===== config.mk =====
export PLATFORM = sky130hd
export DESIGN_NAME = onehot_decoder_scan
export DESIGN_NICKNAME = d
export VERILOG_FILES = /design/src/rtl/onehot_decoder_scan_pkg.sv /design/src/rtl/onehot_decoder_scan_prescaler.sv /design/src/rtl/onehot_decoder_scan.sv
export SDC_FILE = /design/constraint.sdc
export NUM_CORES = 1
export LEC_CHECK = 0
export ABC_AREA = 1
export BUFFER_PORTS_ARGS = -buffer_cell sky130_fd_sc_hd__buf_2
export CAP_MARGIN = 25
export CORE_UTILIZATION = 52
export DETAILED_ROUTE_END_ITERATION = 8
export PLACE_DENSITY = 0.89
export RECOVER_POWER = 100
export SETUP_SLACK_MARGIN = 0.1
export SLEW_MARGIN = 40
export SYNTH_ARGS = -nofsm -noshare
export SYNTH_HDL_FRONTEND = slang
export SYNTH_SLANG_ARGS = --single-unit

===== constraint.sdc =====
create_clock -name clk -period 2.15 [get_ports clk]
set_input_delay 0.215 -clock clk [delete_from_list [all_inputs] [get_ports clk]]
set_output_delay 0.215 -clock clk [all_outputs]
set_load 0.005 [all_outputs]

===== src/rtl/onehot_decoder_scan_pkg.sv =====
// Shared definitions for the one-hot decoder / scanner: mode encodings,
// a constant-evaluable clog2 and an active-high one-hot helper.
package onehot_pkg;

  localparam logic MODE_DIRECT = 1'b0;
  localparam logic MODE_SCAN   = 1'b1;

  // Widest vector onehot() can produce; callers size-cast down to their width.
  localparam int unsigned ONEHOT_MAX_W = 1024;

  // Ceiling log2; returns 0 for value <= 1.
  function automatic int unsigned clog2(input int unsigned value);
    int unsigned w;
    w = 0;
    while ((32'd1 << w) < value) w = w + 1;
    return w;
  endfunction

  // Active-high one-hot vector with bit idx set; all zeros when idx >= width.
  function automatic logic [ONEHOT_MAX_W-1:0] onehot(input int unsigned idx,
                                                      input int unsigned width);
    logic [ONEHOT_MAX_W-1:0] v;
    v = '0;
    if (idx < width) v = {{(ONEHOT_MAX_W-1){1'b0}}, 1'b1} << idx;
    return v;
  endfunction

endpackage


===== src/rtl/onehot_decoder_scan_prescaler.sv =====
// Scan prescaler: free-running 0..DIV-1 counter with synchronous clear and
// hold, producing a one-cycle tick on the terminal count.
module scan_prescaler #(
  parameter int unsigned DIV = 4
) (
  input  logic clk,
  input  logic rst,
  input  logic clr,
  input  logic hold,
  output logic tick
);
  import onehot_pkg::*;

  localparam int unsigned CNT_W = (clog2(DIV) < 1) ? 1 : clog2(DIV);
  localparam logic [CNT_W-1:0] TERMINAL = CNT_W'(DIV - 1);

  logic [CNT_W-1:0] cnt_q, cnt_d;

  // Next count: clear wins over hold, otherwise count and wrap at terminal.
  always_comb begin
    // NOTE: every always_comb output gets a default first so no path can infer a latch.
    cnt_d = cnt_q;
    if (clr) begin
      cnt_d = '0;
    end else if (!hold) begin
      cnt_d = (cnt_q == TERMINAL) ? '0 : cnt_q + 1'b1;
    end
  end

  // Counter register with synchronous reset.
  always_ff @(posedge clk) begin
    // NOTE: sequential state uses non-blocking assignments so all flops update together.
    if (rst) cnt_q <= '0;
    else     cnt_q <= cnt_d;
  end

  // A cleared or held counter never steps, even if it sits on the terminal value.
  assign tick = !clr && !hold && (cnt_q == TERMINAL);

endmodule


===== src/rtl/onehot_decoder_scan.sv =====
// Registered one-hot decoder with direct-select and auto-scan modes,
// configurable output count and output polarity.
module onehot_decoder_scan #(
  parameter int unsigned SEL_W      = 4,
  parameter int unsigned OUT_W      = 16,
  parameter int unsigned SCAN_DIV   = 4,
  parameter bit          ACTIVE_LOW = 1'b0
) (
  input  logic             clk,
  input  logic             rst,
  input  logic             en,
  input  logic             mode,
  input  logic [SEL_W-1:0] sel,
  output logic [OUT_W-1:0] y,
  output logic [SEL_W-1:0] idx,
  output logic             wrap,
  output logic             range_err
);
  import onehot_pkg::*;

  // Index arithmetic is one bit wider so OUT_W == 2**SEL_W cannot overflow.
  localparam logic [SEL_W:0]   OUT_COUNT  = (SEL_W + 1)'(OUT_W);
  localparam logic [OUT_W-1:0] Y_INACTIVE = {OUT_W{ACTIVE_LOW}};

  logic             mode_q, mode_d;
  logic [SEL_W-1:0] idx_q, idx_d;
  logic [OUT_W-1:0] y_q, y_d;
  logic             wrap_q, wrap_d;
  logic             range_err_q, range_err_d;

  logic             sel_ok;
  logic             entry;
  logic             scan_clr;
  logic             step;
  logic             active;
  logic [SEL_W:0]   idx_inc;
  logic [OUT_W-1:0] y_onehot;

  assign sel_ok   = ({1'b0, sel} < OUT_COUNT);
  assign entry    = (mode == MODE_SCAN) && (mode_q == MODE_DIRECT);
  // Prescaler sits at 0 in direct mode and restarts on scan entry.
  assign scan_clr = (mode == MODE_DIRECT) || entry;

  scan_prescaler #(
    .DIV (SCAN_DIV)
  ) u_prescaler (
    .clk  (clk),
    .rst  (rst),
    .clr  (scan_clr),
    .hold (!en),
    .tick (step)
  );

  // Next index, flags and decoded output for direct, entry and scan cycles.
  always_comb begin
    mode_d      = mode;
    idx_d       = idx_q;
    wrap_d      = 1'b0;
    range_err_d = 1'b0;
    active      = 1'b0;
    idx_inc     = {1'b0, idx_q} + 1'b1;

    if (mode == MODE_DIRECT) begin
      if (en && sel_ok) begin
        idx_d  = sel;
        active = 1'b1;
      end else if (en) begin
        range_err_d = 1'b1;
      end
    end else if (entry) begin
      // Entry loads the start channel and suppresses any step this cycle.
      idx_d  = sel_ok ? sel : '0;
      active = en;
    end else if (en) begin
      active = 1'b1;
      if (step) begin
        if (idx_inc == OUT_COUNT) begin
          idx_d  = '0;
          wrap_d = 1'b1;
        end else begin
          idx_d = idx_inc[SEL_W-1:0];
        end
      end
    end

    // Decode from the next index so y and idx register on the same edge.
    y_onehot = OUT_W'(onehot(int'(idx_d), OUT_W));
    y_d      = active ? (y_onehot ^ Y_INACTIVE) : Y_INACTIVE;
  end

  // Output and mode registers with synchronous reset.
  always_ff @(posedge clk) begin
    if (rst) begin
      mode_q      <= MODE_DIRECT;
      idx_q       <= '0;
      y_q         <= Y_INACTIVE;
      wrap_q      <= 1'b0;
      range_err_q <= 1'b0;
    end else begin
      mode_q      <= mode_d;
      idx_q       <= idx_d;
      y_q         <= y_d;
      wrap_q      <= wrap_d;
      range_err_q <= range_err_d;
    end
  end

  assign y         = y_q;
  assign idx       = idx_q;
  assign wrap      = wrap_q;
  assign range_err = range_err_q;

endmodule

* Word level (Yosys, flattened, before mapping) *
Cells that the tools add are included.

storage, ports and cells
  bits in registers = 24
  input bits = 8
  output and inout port bits = 22
  logic and storage cells = 34

cells by class
  add/sub/neg operators = 2
  equality and inequality tests = 2
  shift-type cells = 1
  multiplexer cells = 11
  bitwise logic cells = 5
  reduce and logical (&&, ||, !) cells = 8

operator list
  cell                  number
  $mux 4                6
  $shl 1x4->16 const A  1
  $add 4x1->5 const B   1
  $eq 5x5->1 const B    1
  $not 1->1             5
  $reduce_or 5->1       1
  $mux 1                4
  $reduce_or 2->1       2
  $logic_and 1x1->1     3
  $add 2x1->2 const B   1
  $eq 2x2->1 const B    1
  $mux 2                1
  $logic_not 1->1       1
  $logic_or 1x1->1      1

* Longest topological paths before layout *
Gate-level depths: netlist (run 1).

  depth after elaboration = 11
  depth in mapped cells = 9
  mapped depth without buffers = 9

* Cells and area by module *
A second synthesis (run 1) with hierarchy kept.

second synthesis, totals
  cell total of the unflattened synthesis = 138
  area total of the unflattened synthesis = 1002.2 µm²

by module, submodules not included
  module               times used  cells each  area an instance (µm²)  seq. area each (µm²)
  onehot_decoder_scan  1           122         894.6                   440.4
  scan_prescaler       1           16          107.6                   40.0

* Worst setup path after synthesis (run 1) *
OpenSTA, ideal clock, no wires.

  path type = register -> register
  start point = register u_prescaler.cnt_q[0]
  end point = register y_q[12] (netlist: y[12])
  library setup time = 65 ps
  data arrival time = 1244 ps
  required time = 2085 ps
  slack = 841 ps
  stages on the path, launching flop included = 9
  buffers on the path = 0
  clock period less this slack = 1309 ps
  path through = dfxtp_1 > ha_1 > nand2_2 > nand2_1 > nand2_1 > nor2_1 > nor2_1 > nand3_1 > nor2_1

between the ends
  longest elaborated chain between the ends = 7

ends and longest elaborated chain
  what                    line                                 text
  start, declared         onehot_decoder_scan_prescaler.sv:17  logic [CNT_W-1:0] cnt_q, cnt_d;
  start signal, assigned  onehot_decoder_scan_prescaler.sv:34  else cnt_q <= cnt_d;
  $eq 2x2->1              onehot_decoder_scan_prescaler.sv:38  assign tick = !clr && !hold && (cnt_q == TERMINAL);
  $logic_and 1x1->1       onehot_decoder_scan_prescaler.sv:38
  $mux 4                  onehot_decoder_scan.sv:76            if (step) begin
  $mux 4                  onehot_decoder_scan.sv:74            end else if (en) begin
  $mux 4                  onehot_decoder_scan.sv:70            end else if (entry) begin
  $mux 4                  onehot_decoder_scan.sv:63            if (mode == MODE_DIRECT) begin
  $shl 1x4->16            onehot_decoder_scan_pkg.sv:24        if (idx < width) v = {{(ONEHOT_MAX_W-1){1'b0}}, 1'b1} << idx;
  end signal, assigned    onehot_decoder_scan.sv:102           y_q <= y_d;
  end, declared           onehot_decoder_scan.sv:27            logic [OUT_W-1:0] y_q, y_d;

Every way passes these cells.
A chain may end at the register's enable or synchronous reset.

* Worst setup path in the final report (run 1) *
  start point = register u_prescaler.cnt_q[0]
  end point = register y_q[4] (netlist: y[4])

The elaborated chain is that of the path after synthesis.

==> key figures, run 1 <==
Clock network
  – Cts repair resizes: 0
  – CTS H-tree lvls: 1
  – CTS root buf: clkbuf_4
  – CTS tree: yes
  – Worst-path clk slew: around 0.14 ns
  – Post-CTS Hold Buffers: 0
  – Clock sink total: 24
  – CTS Buf Count: 3
  – Post-CTS Setup Repair Bufs: 0
  – Max clock buf depth: 2
  – Worst skew pair latency: approximately 0.34 ns

Yosys
  – Post-synthesis net count: 140
  – Post-synth EDFFs: 0
  – FFs w/ async S/R, synth: 0
  – Yosys warns: 0
  – Combinational family with the most area after synthesis: simple AND/OR/NAND/NOR gates
  – Complex-gate fraction of the synthesized area: 0.0205
  – Yosys reg bits: 24
  – Synth Flop Type: dfxtp_1
  – Syn avg cell area: 7.50 sq um
  – XOR/XNOR Fraction of Synth Area: 0
  – Post-Synthesis Cells: between 100 and 150
  – Post-synthesis mux area share: 0
  – Post-synthesis cell area: roughly 970 sq um
  – Sequential share of the synthesized area: 0.493
  – Yosys cell types: 18
  – Simple-gate share of the synthesized area: 0.395
  – Post-Synth Adder-Cell Area: 0.0257

Power
  – Cell Int Power: 0.677 mW
  – Leakage: between 0.5 and 0.6 nW
  – Psw: ~0.22 mW
  – Net Sw Frac: 0.246
  – Pwr Density: 776 mW/mm^2
  – Comb pwr share: 0.106
  – Max VDD drop: 529 uV
  – Seq pwr share: 0.518
  – Clock network power share: 0.375

Placement
  – Port Buffer Count: 28
  – Pre-CTS setup slack: around 0.67 ns
  – RePlAce Congestion: around 0.94
  – Dpl hpwl: roughly 1.6 mm

Setup path
  – Data arrival time of the worst path: a little over 2 ns
  – Bufs and invs on worst path: 0
  – Req. time, crit path: around 2.4 ns
  – Worst path cell trace: ha_1, nand2_1, nor2_1, nand3_1, nand3_1, nand3_2, nor2_1
  – Startpoint types: register
  – Crit-path max cell delay: 0.39 ns
  – Critical path capture point type: register
  – CP top delay family: simple AND/OR/NAND/NOR gates
  – Slowest-stage cell, CP: dfxtp_1
  – CP Max Fanout: 8
  – CP Class: reg2reg

Routing
  – ANT nets after route: 0
  – Total number of vias: between 900 and 1,000
  – Avg WL per Cell: approximately 13 um
  – WL final: around 2.4 mm
  – Residual DRC: 0
  – DR iter-0 viols: 47
  – Drt pass-1 iters: 4
  – Vias per inst: 5.32

Final layout
  – Diode count: 0
  – Fin nets: 172
  – Share of layout cells above drive strength 1: 0.161
  – Area Overhead vs Synth: 18.6%

STA
  – RSZ-0062 raised after global routing: no
  – Setup TNS: 0 ns
  – Setup ws final: between 0.3 and 0.4 ns
  – Clk_skew: roughly 0.01 ns
  – Max Slew Vio Count: 0
  – Final Setup Violations: 0
  – Fin crit share: 0.826
  – Final Hold Fails: 0
  – Min Tclk post-route: between 1.5 and 2 ns
  – Max frequency: between 500 and 600 MHz

Floorplanning
  – Die Y: 45.3 um
  – Starting Density: 0.558
  – Core ar.: around 0.0017 sq mm
  – Die W: 45.3 um
  – Die area: about 0.0021 sq mm
  – # IOs: 30
  – Num rows: 15

Global routing
  – Vias in the first global route: roughly 870
  – Overflow after GRT: 0
  – Largest net degree at the start of global routing: 15
  – Tot GR Track Use: 0.244
  – Global-route wire length before repair: between 3 and 4 mm
  – Initial antenna violation count: 0

Flow run
  – Max-cap violations: 0

Min path
  – Hold crit path type: in2reg

Status
  – Status: finished, final reports clean
-- registers in the layout (all words and copies together) (netlist names) --
| name | flops |
|---|---|
| idx | 4 |
| mode_q | 1 |
| u_prescaler.cnt_q | 2 |
| wrap | 1 |
| y | 16 |
-- routing by layer --
metal  wire length (um)  global-route usage  part of all wire  up-vias
li1                   -                   -                 -      469
met2               1170               0.420              0.49       60
met4                 87               0.158             0.037        0
met1                905               0.263              0.38      446
met3                205              0.0640             0.087       14
met5                  0                   0                 0        -
-- cell families (layout without fill, tap and decap cells) --
group           count (synthesis)  in the layout
fa+ha+maj                       2              2
buf+inv                        15             46
flops                          24             24
simple gates                   84             84
other cells                     1              1
compound gates                  4              4
-- cells in the final DEF (no fill, tap or decap), types with 2 or more instances in the layout --
cell,synthesis,layout
nor2_1,31,33
buf_2,0,18
clkbuf_1,0,9
nand3_1,20,21
dfxtp_1,24,24
ha_1,2,2
clkbuf_4,0,3
a21oi_1,3,3
inv_1,13,13
nand2_1,22,25
-- final timing paths --
kind / start / to / slack [ns] / cells after the start
worst min-delay path: rst / mode_q$_SDFF_PP0_ / 0.11 / 2
worst max-delay path: u_prescaler.cnt_q[0]$_SDFFE_PP0P_ / y[4]$_SDFF_PP0_ / 0.37 / 7
worst min register to register: idx[3]$_SDFF_PP0_ / wrap$_SDFF_PP0_ / 0.53 / 2
worst max register to register: u_prescaler.cnt_q[0]$_SDFFE_PP0P_ / y[4]$_SDFF_PP0_ / 0.37 / 7
-- power groups by stage --
stage | Combinational (mW) | Clock (mW) | Sequential, mW
3_5_place_dp | 0.0957 | 0 | 0.474
3_3_place_gp | 0.0917 | 0 | 0.473
4_1_cts | 0.0980 | 0.330 | 0.464
6_report | 0.0953 | 0.336 | 0.465
2_1_floorplan | 0.0626 | 0 | 0.474
5_1_grt | 0.105 | 0.349 | 0.466
-- cell usage after synthesis (2+ instances only) --
cell,instances,area (sq um)
nor2_1,31,116
nand2_2,4,25.0
ha_1,2,25.0
nand3_2,2,20.0
nand3_1,20,100
nand2_1,22,82.6
dfxtp_1,24,480
inv_1,13,48.8
a21oi_1,3,15.0
-- metrics by stage --
stage	instances	util	power (mW)	area (sq um)	hold WS [ns]
finish	186	0.662	0.897	1160	0.111
global route	186	0.662	0.920	1160	0.111
CTS	186	0.682	0.892	1190	0.124
detailed placement	182	0.652	0.570	1140	0.476
global placement	182	0.652	0.565	1140	0.467
floorplan	130	-	0.536	975	0.284
-- cell type report --
class | instances | area (sq um)
Sequential cell | 24 | 480
Inverter | 14 | 52.6
Clock inverter | 1 | 30.0
Fill cell | 145 | 589
Timing Repair Buffer | 28 | 128
Tap cell | 25 | 31.3
Multi-Input combinational cell | 91 | 412
Clock buffer | 3 | 22.5
(Power assumes the default switching activity.)
==> run 2: changes to the inputs <==
--- a/config.mk
+++ b/config.mk
@@ -5,12 +5,12 @@
 export SDC_FILE = /design/constraint.sdc
 export NUM_CORES = 1
 export LEC_CHECK = 0
-export ABC_AREA = 1
+export ABC_AREA = 0
 export BUFFER_PORTS_ARGS = -buffer_cell sky130_fd_sc_hd__buf_2
 export CAP_MARGIN = 25
-export CORE_UTILIZATION = 52
+export CORE_UTILIZATION = 49
 export DETAILED_ROUTE_END_ITERATION = 8
-export PLACE_DENSITY = 0.89
+export PLACE_DENSITY = 0.84
 export RECOVER_POWER = 100
 export SETUP_SLACK_MARGIN = 0.1
 export SLEW_MARGIN = 40
==> constraint.sdc (replaced) <==
create_clock -name clk -period 1.7 [get_ports clk]
set_input_delay 0.17 -clock clk [delete_from_list [all_inputs] [get_ports clk]]
set_output_delay 0.17 -clock clk [all_outputs]
set_load 0.005 [all_outputs]
==> key figures, run 2 <==
Placement
  – Placed cell area: 0.00117 sq mm
  – Dpl hpwl: 1.41 mm
  – DP Cell Count: approximately 160
  – Port Buffer Count: 28
  – RePlAce Congestion: around 0.8

Setup path
  – Worst path cell trace: ha_4, nand2_1, mux2i_1, o221a_2, or2_4, nor2_1
  – CP Class: reg2reg
  – Slowest-stage cell, CP: dfxtp_1
  – Crit-path max cell delay: around 0.43 ns
  – Req. time, crit path: 1.96 ns
  – CP Max Fanout: 9
  – Startpoint types: register
  – Critical path capture point type: register
  – Data arrival time of the worst path: 1.85 ns

Clock network
  – Worst-path clk slew: ~0.13 ns
  – CTS H-tree lvls: 1
  – CTS Buf Count: 3
  – Worst skew pair latency: 0.31 ns
  – Clock sink total: 24
  – CTS root buf: clkbuf_4
  – CTS tree: yes
  – Max clock buf depth: 2

Routing
  – Total number of vias: slightly above 800
  – Vias per inst: 5.16
  – Drt pass-1 iters: 4
  – WL final: roughly 2.0 mm
  – DR iter-0 viols: 7
  – Avg WL per Cell: roughly 12 um
  – ANT nets after route: 0
  – Residual DRC: 0

Yosys
  – Post-synthesis net count: 114
  – Commonest cells post-synth: 24 x dfxtp_1, 21 x nor2_1, 5 x mux2i_1, 5 x nand2_1
  – Synth top area cells: dfxtp_1 47%, nor2_1 7.7%, mux2i_1 4.9%
  – Yosys cell types: 39
  – FFs w/ async S/R, synth: 0
  – Post-synth top area cell: dfxtp_1
  – Post-synthesis cell area: 0.00102 sq mm
  – Most common cell in the netlist: dfxtp_1
  – Syn avg cell area: a little under 10 sq um
  – Yosys warns: 0
  – Post-synth EDFFs: 0
  – Share of the synthesized area in the top cell type: 0.470
  – Post-Synthesis Cells: roughly 100
  – Synth Flop Type: dfxtp_1
  – Sequential share of the synthesized area: 0.470
  – Yosys reg bits: 24

STA
  – RSZ-0062 raised after global routing: no
  – Min Tclk post-route: about 1.6 ns
  – Max Slew Vio Count: 0
  – Clk_skew: slightly above 0.004 ns
  – Max frequency: 630 MHz
  – Setup TNS: 0 ns
  – Final Hold Fails: 0
  – Fin crit share: 0.933
  – Final Setup Violations: 0

Final layout
  – Final cell count without fillers: 160
  – Diode count: 0
  – Commonest non-fill, non-tap cell in the layout: dfxtp_1
  – Max FFs per register: 16
  – Area Overhead vs Synth: 20.8%
  – Design Area, Final: around 0.0012 sq mm
  – Reg area: between 400 and 500 sq um
  – Most frequent cells in the layout: 23 x dfxtp_1, 21 x nor2_1, 18 x clkbuf_1
  – Multi-input gate area: between 500 and 600 sq um
  – Fill cells: around 180
  – Share of layout cells above drive strength 1: 0.226
  – Fin nets: about 140

Floorplanning
  – # IOs: 30
  – Core ar.: approximately 0.0020 sq mm
  – Die area: 0.00227 sq mm
  – Num rows: 16
  – Die W: 47.7 um
  – Starting Density: 0.521
  – Die Y: approximately 48 um

Power
  – Seq pwr share: 0.519
  – Final Power: around 1.1 mW
  – Pwr Density: 925 mW/mm^2
  – Comb pwr share: 0.123
  – Psw: about 0.26 mW
  – Net Sw Frac: 0.230
  – Max VDD drop: between 500 and 600 uV
  – Clock network power share: 0.357
  – Cell Int Power: 0.879 mW
  – Leakage: roughly 0.51 nW

Status
  – Status: finished, final reports clean

Global routing
  – Vias in the first global route: 700
  – Overflow after GRT: 0
  – Tot GR Track Use: 0.193
  – Largest net degree at the start of global routing: 15
  – Initial antenna violation count: 0
  – Global-route wire length before repair: around 3 mm

Flow run
  – Max-cap violations: 0

Min path
  – Hold crit path type: in2reg
==> run 2: kinds of logic (layout without fill, tap and decap cells) <==
kind of cell / after synthesis / after routing / share of synthesized area
adder cells (fa/ha/maj): 2 / 2 / 0.0245
other: 1 / 1 / 0.00367
flip-flops: 24 / 24 / 0.470
multiplexers: 6 / 6 / 0.0636
buffers and inverters: 6 / 35 / 0.0343
AND/OR/NAND/NOR: 49 / 49 / 0.273
AO/OA/AOI/OAI: 16 / 16 / 0.131
==> run 2: path summary, 6_finish.rpt <==
check | startpoint | end | slack, ns | cells after the start
setup / recovery | u_prescaler.cnt_q[0]$_SDFFE_PP0P_ | y[10]$_SDFF_PP0_ | 0.11 | 6
hold / removal | rst | idx[0]$_SDFF_PP0_ | 0.12 | 2
setup reg to reg | u_prescaler.cnt_q[0]$_SDFFE_PP0P_ | y[10]$_SDFF_PP0_ | 0.11 | 6
hold reg to reg | idx[3]$_SDFF_PP0_ | wrap$_SDFF_PP0_ | 0.54 | 2
==> run 2: power by group through the flow <==
stage                     sequential (mW)  clock [mW]  combinational, mW
after detailed placement            0.603           0              0.136
after global routing                0.596       0.433              0.156
final                               0.593       0.408              0.141
after CTS                           0.591       0.412              0.137
after floorplan                     0.605           0             0.0934
after global placement              0.603           0              0.133
==> run 2: cell type report <==
class | count | area share
clock buffers | 3 | 0.0182
well taps | 27 | 0.0274
multi-input cells | 74 | 0.430
repair buffers | 30 | 0.107
clock inverters | 1 | 0.0243
inverters | 1 | 0.00304
flip-flops and latches | 24 | 0.390
==> run 2: repair_timing <==
item	in CTS	in global routing
resized for setup	2	8
setup buffers	0	1
cloned	0	0
hold buffers	0	0
endpoints found under the hold margin	0	0
pin swaps	0	1
setup endpoints to repair	16	15
==> run 2: worst max-delay path, delay by kind of cell, from the launching register on <==
family | cells | cell delay, ns
muxes | 1 | 0.13
and+or+nand+nor | 3 | 0.44
AOI/OAI and AO/OA | 1 | 0.30
adders and majority gates | 1 | 0.23
DFF | 1 | 0.43
==> run 2: per-stage QoR <==
stage | hold slack (ns) | util | worst slack, ns
after floorplan | 0.438 | - | 0.160
after global placement | 0.458 | 0.598 | 0.0528
after detailed placement | 0.466 | 0.598 | 0.0131
after CTS | 0.127 | 0.631 | 0.123
after global routing | 0.138 | 0.629 | 0.0596
final | 0.124 | 0.629 | 0.114
==> run 2: per-layer routing <==
metal	GRT usage	routed length, um	vias to the layer above
li1	-	-	414
met1	0.251	906	369
met2	0.307	897	33
met3	0.0415	112	10
met4	0.0889	62	0
met5	0	0	-
==> run 3: changes to the inputs <==
--- a/config.mk
+++ b/config.mk
@@ -12,7 +12,7 @@
 export DETAILED_ROUTE_END_ITERATION = 8
 export PLACE_DENSITY = 0.84
 export RECOVER_POWER = 100
-export SETUP_SLACK_MARGIN = 0.1
+export SETUP_SLACK_MARGIN = 0.4
 export SLEW_MARGIN = 40
 export SYNTH_ARGS = -nofsm -noshare
 export SYNTH_HDL_FRONTEND = slang
==> key figures, run 3 (synthesis gave the netlist of run 2 again) <==
Final layout
  – Diode count: 0
  – Area Overhead vs Synth: 31.6%
  – Most frequent cells in the layout: 21 x dfxtp_1, 20 x nor2_1, 17 x clkbuf_1
  – Design Area, Final: 0.00135 sq mm
  – Commonest non-fill, non-tap cell in the layout: dfxtp_1
  – Share of layout cells above drive strength 1: 0.314
  – Reg area: between 400 and 500 sq um
  – Fill cells: 183
  – Fin nets: roughly 150
  – Multi-input gate area: around 570 sq um
  – Max FFs per register: 16

STA
  – Slew HR: 0.500
  – Setup TNS: 0 ns
  – Fin crit share: 0.931
  – Slew @ Worst Pin: around 0.75 ns
  – Max frequency: 632 MHz
  – Min Tclk post-route: around 1.6 ns
  – Final Setup Violations: 0
  – Clk_skew: about 0.011 ns
  – RSZ-0062 raised after global routing: yes
  – Final Hold Fails: 0
  – Max Slew Vio Count: 0

Routing
  – Vias per inst: between 5 and 6
  – Total number of vias: around 900
  – Met1 Wirelength: ~980 um
  – WL final: approximately 2.3 mm
  – Avg WL per Cell: about 14 um
  – ANT nets after route: 0
  – Met2 Wirelength: approximately 1.2 mm
  – Residual DRC: 0
  – Top sig layer: met4
  – DR iter-0 viols: 9
  – Met3 WL post-DR: 100 um
  – Drt pass-1 iters: 4

Min path
  – WHS Path Cells: 2
  – Hold crit path type: in2reg

Floorplanning
  – # IOs: 30
  – Core ar.: 0.00196 sq mm
  – Die area: about 0.0023 sq mm
  – Die W: 47.7 um
  – Num rows: 16
  – Starting Density: 0.521
  – Die Y: around 48 um

Power
  – Leakage: 0.562 nW
  – Pwr Density: roughly 870 mW/mm^2
  – Max VDD drop: a little under 500 uV

Setup path
  – CP Max Fanout: 6
  – Reg2reg start: u_prescaler.cnt_q[0]$_SDFFE_PP0P_
  – Worst Setup EP: y[12]$_SDFF_PP0_
  – Critical path capture point type: register
  – Req. time, crit path: ~1.9 ns
  – CP Class: reg2reg
  – Data arrival time of the worst path: ~1.8 ns
  – FF-to-FF End: y[12]$_SDFF_PP0_
  – Flop2flop setup slack: 0.12 ns
  – Startpoint types: register
  – Reg2Reg Depth: 6
  – Critical Path Start: u_prescaler.cnt_q[0]$_SDFFE_PP0P_

Clock network
  – Worst-path clk slew: around 0.14 ns
  – CTS tree: yes
  – Max clock buf depth: 2
  – CTS Buf Count: 3
  – Clock sink total: 24
  – Worst skew pair latency: between 0.3 and 0.4 ns
  – Post-CTS Hold Buffers: 0
  – CTS H-tree lvls: 1
  – CTS root buf: clkbuf_4

Global routing
  – Overflow after GRT: 0
  – Largest net degree at the start of global routing: 15
  – Tot GR Track Use: 0.207
  – Vias in the first global route: 726
  – Global-route wire length before repair: 3.20 mm
  – Initial antenna violation count: 0

Flow run
  – Max-cap violations: 0

Placement
  – Port Buffer Count: 28
  – Dpl hpwl: between 1 and 1.5 mm
  – RePlAce Congestion: ~0.82
  – Placed cell area: 0.00120 sq mm

Status
  – Status: finished, final reports clean
run 3: cell count changes in the layout (fill, tap and decap cells not counted), moves of 2 or more:
cell | before | now
o221a_1 | 0 | 2
buf_4 | 2 | 5
buf_6 | 0 | 4
o21ai_4 | 0 | 2
dfxtp_1 | 23 | 21
run 3: what timing repair did:
action	4_1_cts	5_1_grt
endpoints found under the setup margin	18	18
pin swaps	17	7
endpoints found under the hold margin	0	0
resized for setup	14	8
setup buffers	6	2
run 3: report_power, final:
part	internal [mW]	total [mW]	switching [mW]
clock network	0.239	0.417	0.179
registers	0.577	0.591	0.0138
logic	0.0740	0.163	0.0889
total	0.890	1.17	0.281
run 3: worst min path at each step:
stage,start,end,slack (ns)
2_1_floorplan,sel[1],idx[1]$_SDFF_PP0_,0.44
3_3_place_gp,rst,idx[0]$_SDFF_PP0_,0.46
3_5_place_dp,rst,idx[0]$_SDFF_PP0_,0.47
4_1_cts,rst,mode_q$_SDFF_PP0_,0.12
5_1_grt,rst,idx[0]$_SDFF_PP0_,0.14
6_report,rst,mode_q$_SDFF_PP0_,0.14
run 3: area by class of cell:
| cell class | instances | area share |
|---|---|---|
| Tap cell | 27 | 0.0251 |
| Multi-Input combinational cell | 74 | 0.421 |
| Inverter | 1 | 0.00279 |
| Sequential cell | 24 | 0.362 |
| Clock buffer | 3 | 0.0167 |
| Clock inverter | 1 | 0.0223 |
| Timing Repair Buffer | 37 | 0.150 |
run 3: per-stage QoR:
stage / util / cells / power (mW) / hold WS, ns / worst slack (ns)
after floorplan: - / 104 / 0.704 / 0.438 / 0.260
after global placement: 0.614 / 155 / 0.741 / 0.463 / 0.143
after detailed placement: 0.614 / 155 / 0.744 / 0.467 / 0.118
after CTS: 0.693 / 165 / 1.17 / 0.120 / 0.197
after global routing: 0.686 / 167 / 1.21 / 0.145 / 0.0498
final: 0.686 / 167 / 1.17 / 0.137 / 0.118
run 3: worst max-delay path, cell delays in order, from the launching register on:
cell and delay (ns):
dfxtp_4 0.38, ha_4 0.18, and4_1 0.21, o21ai_2 0.10
o221a_1 0.31, nand2b_1 0.23, nor2_1 0.07
run 3: layer usage:
metal | vias to the layer above | GRT usage
met2 | 35 | 0.337
met4 | 0 | 0.100
met5 | - | 0
met3 | 9 | 0.0377
met1 | 416 | 0.264
li1 | 430 | -
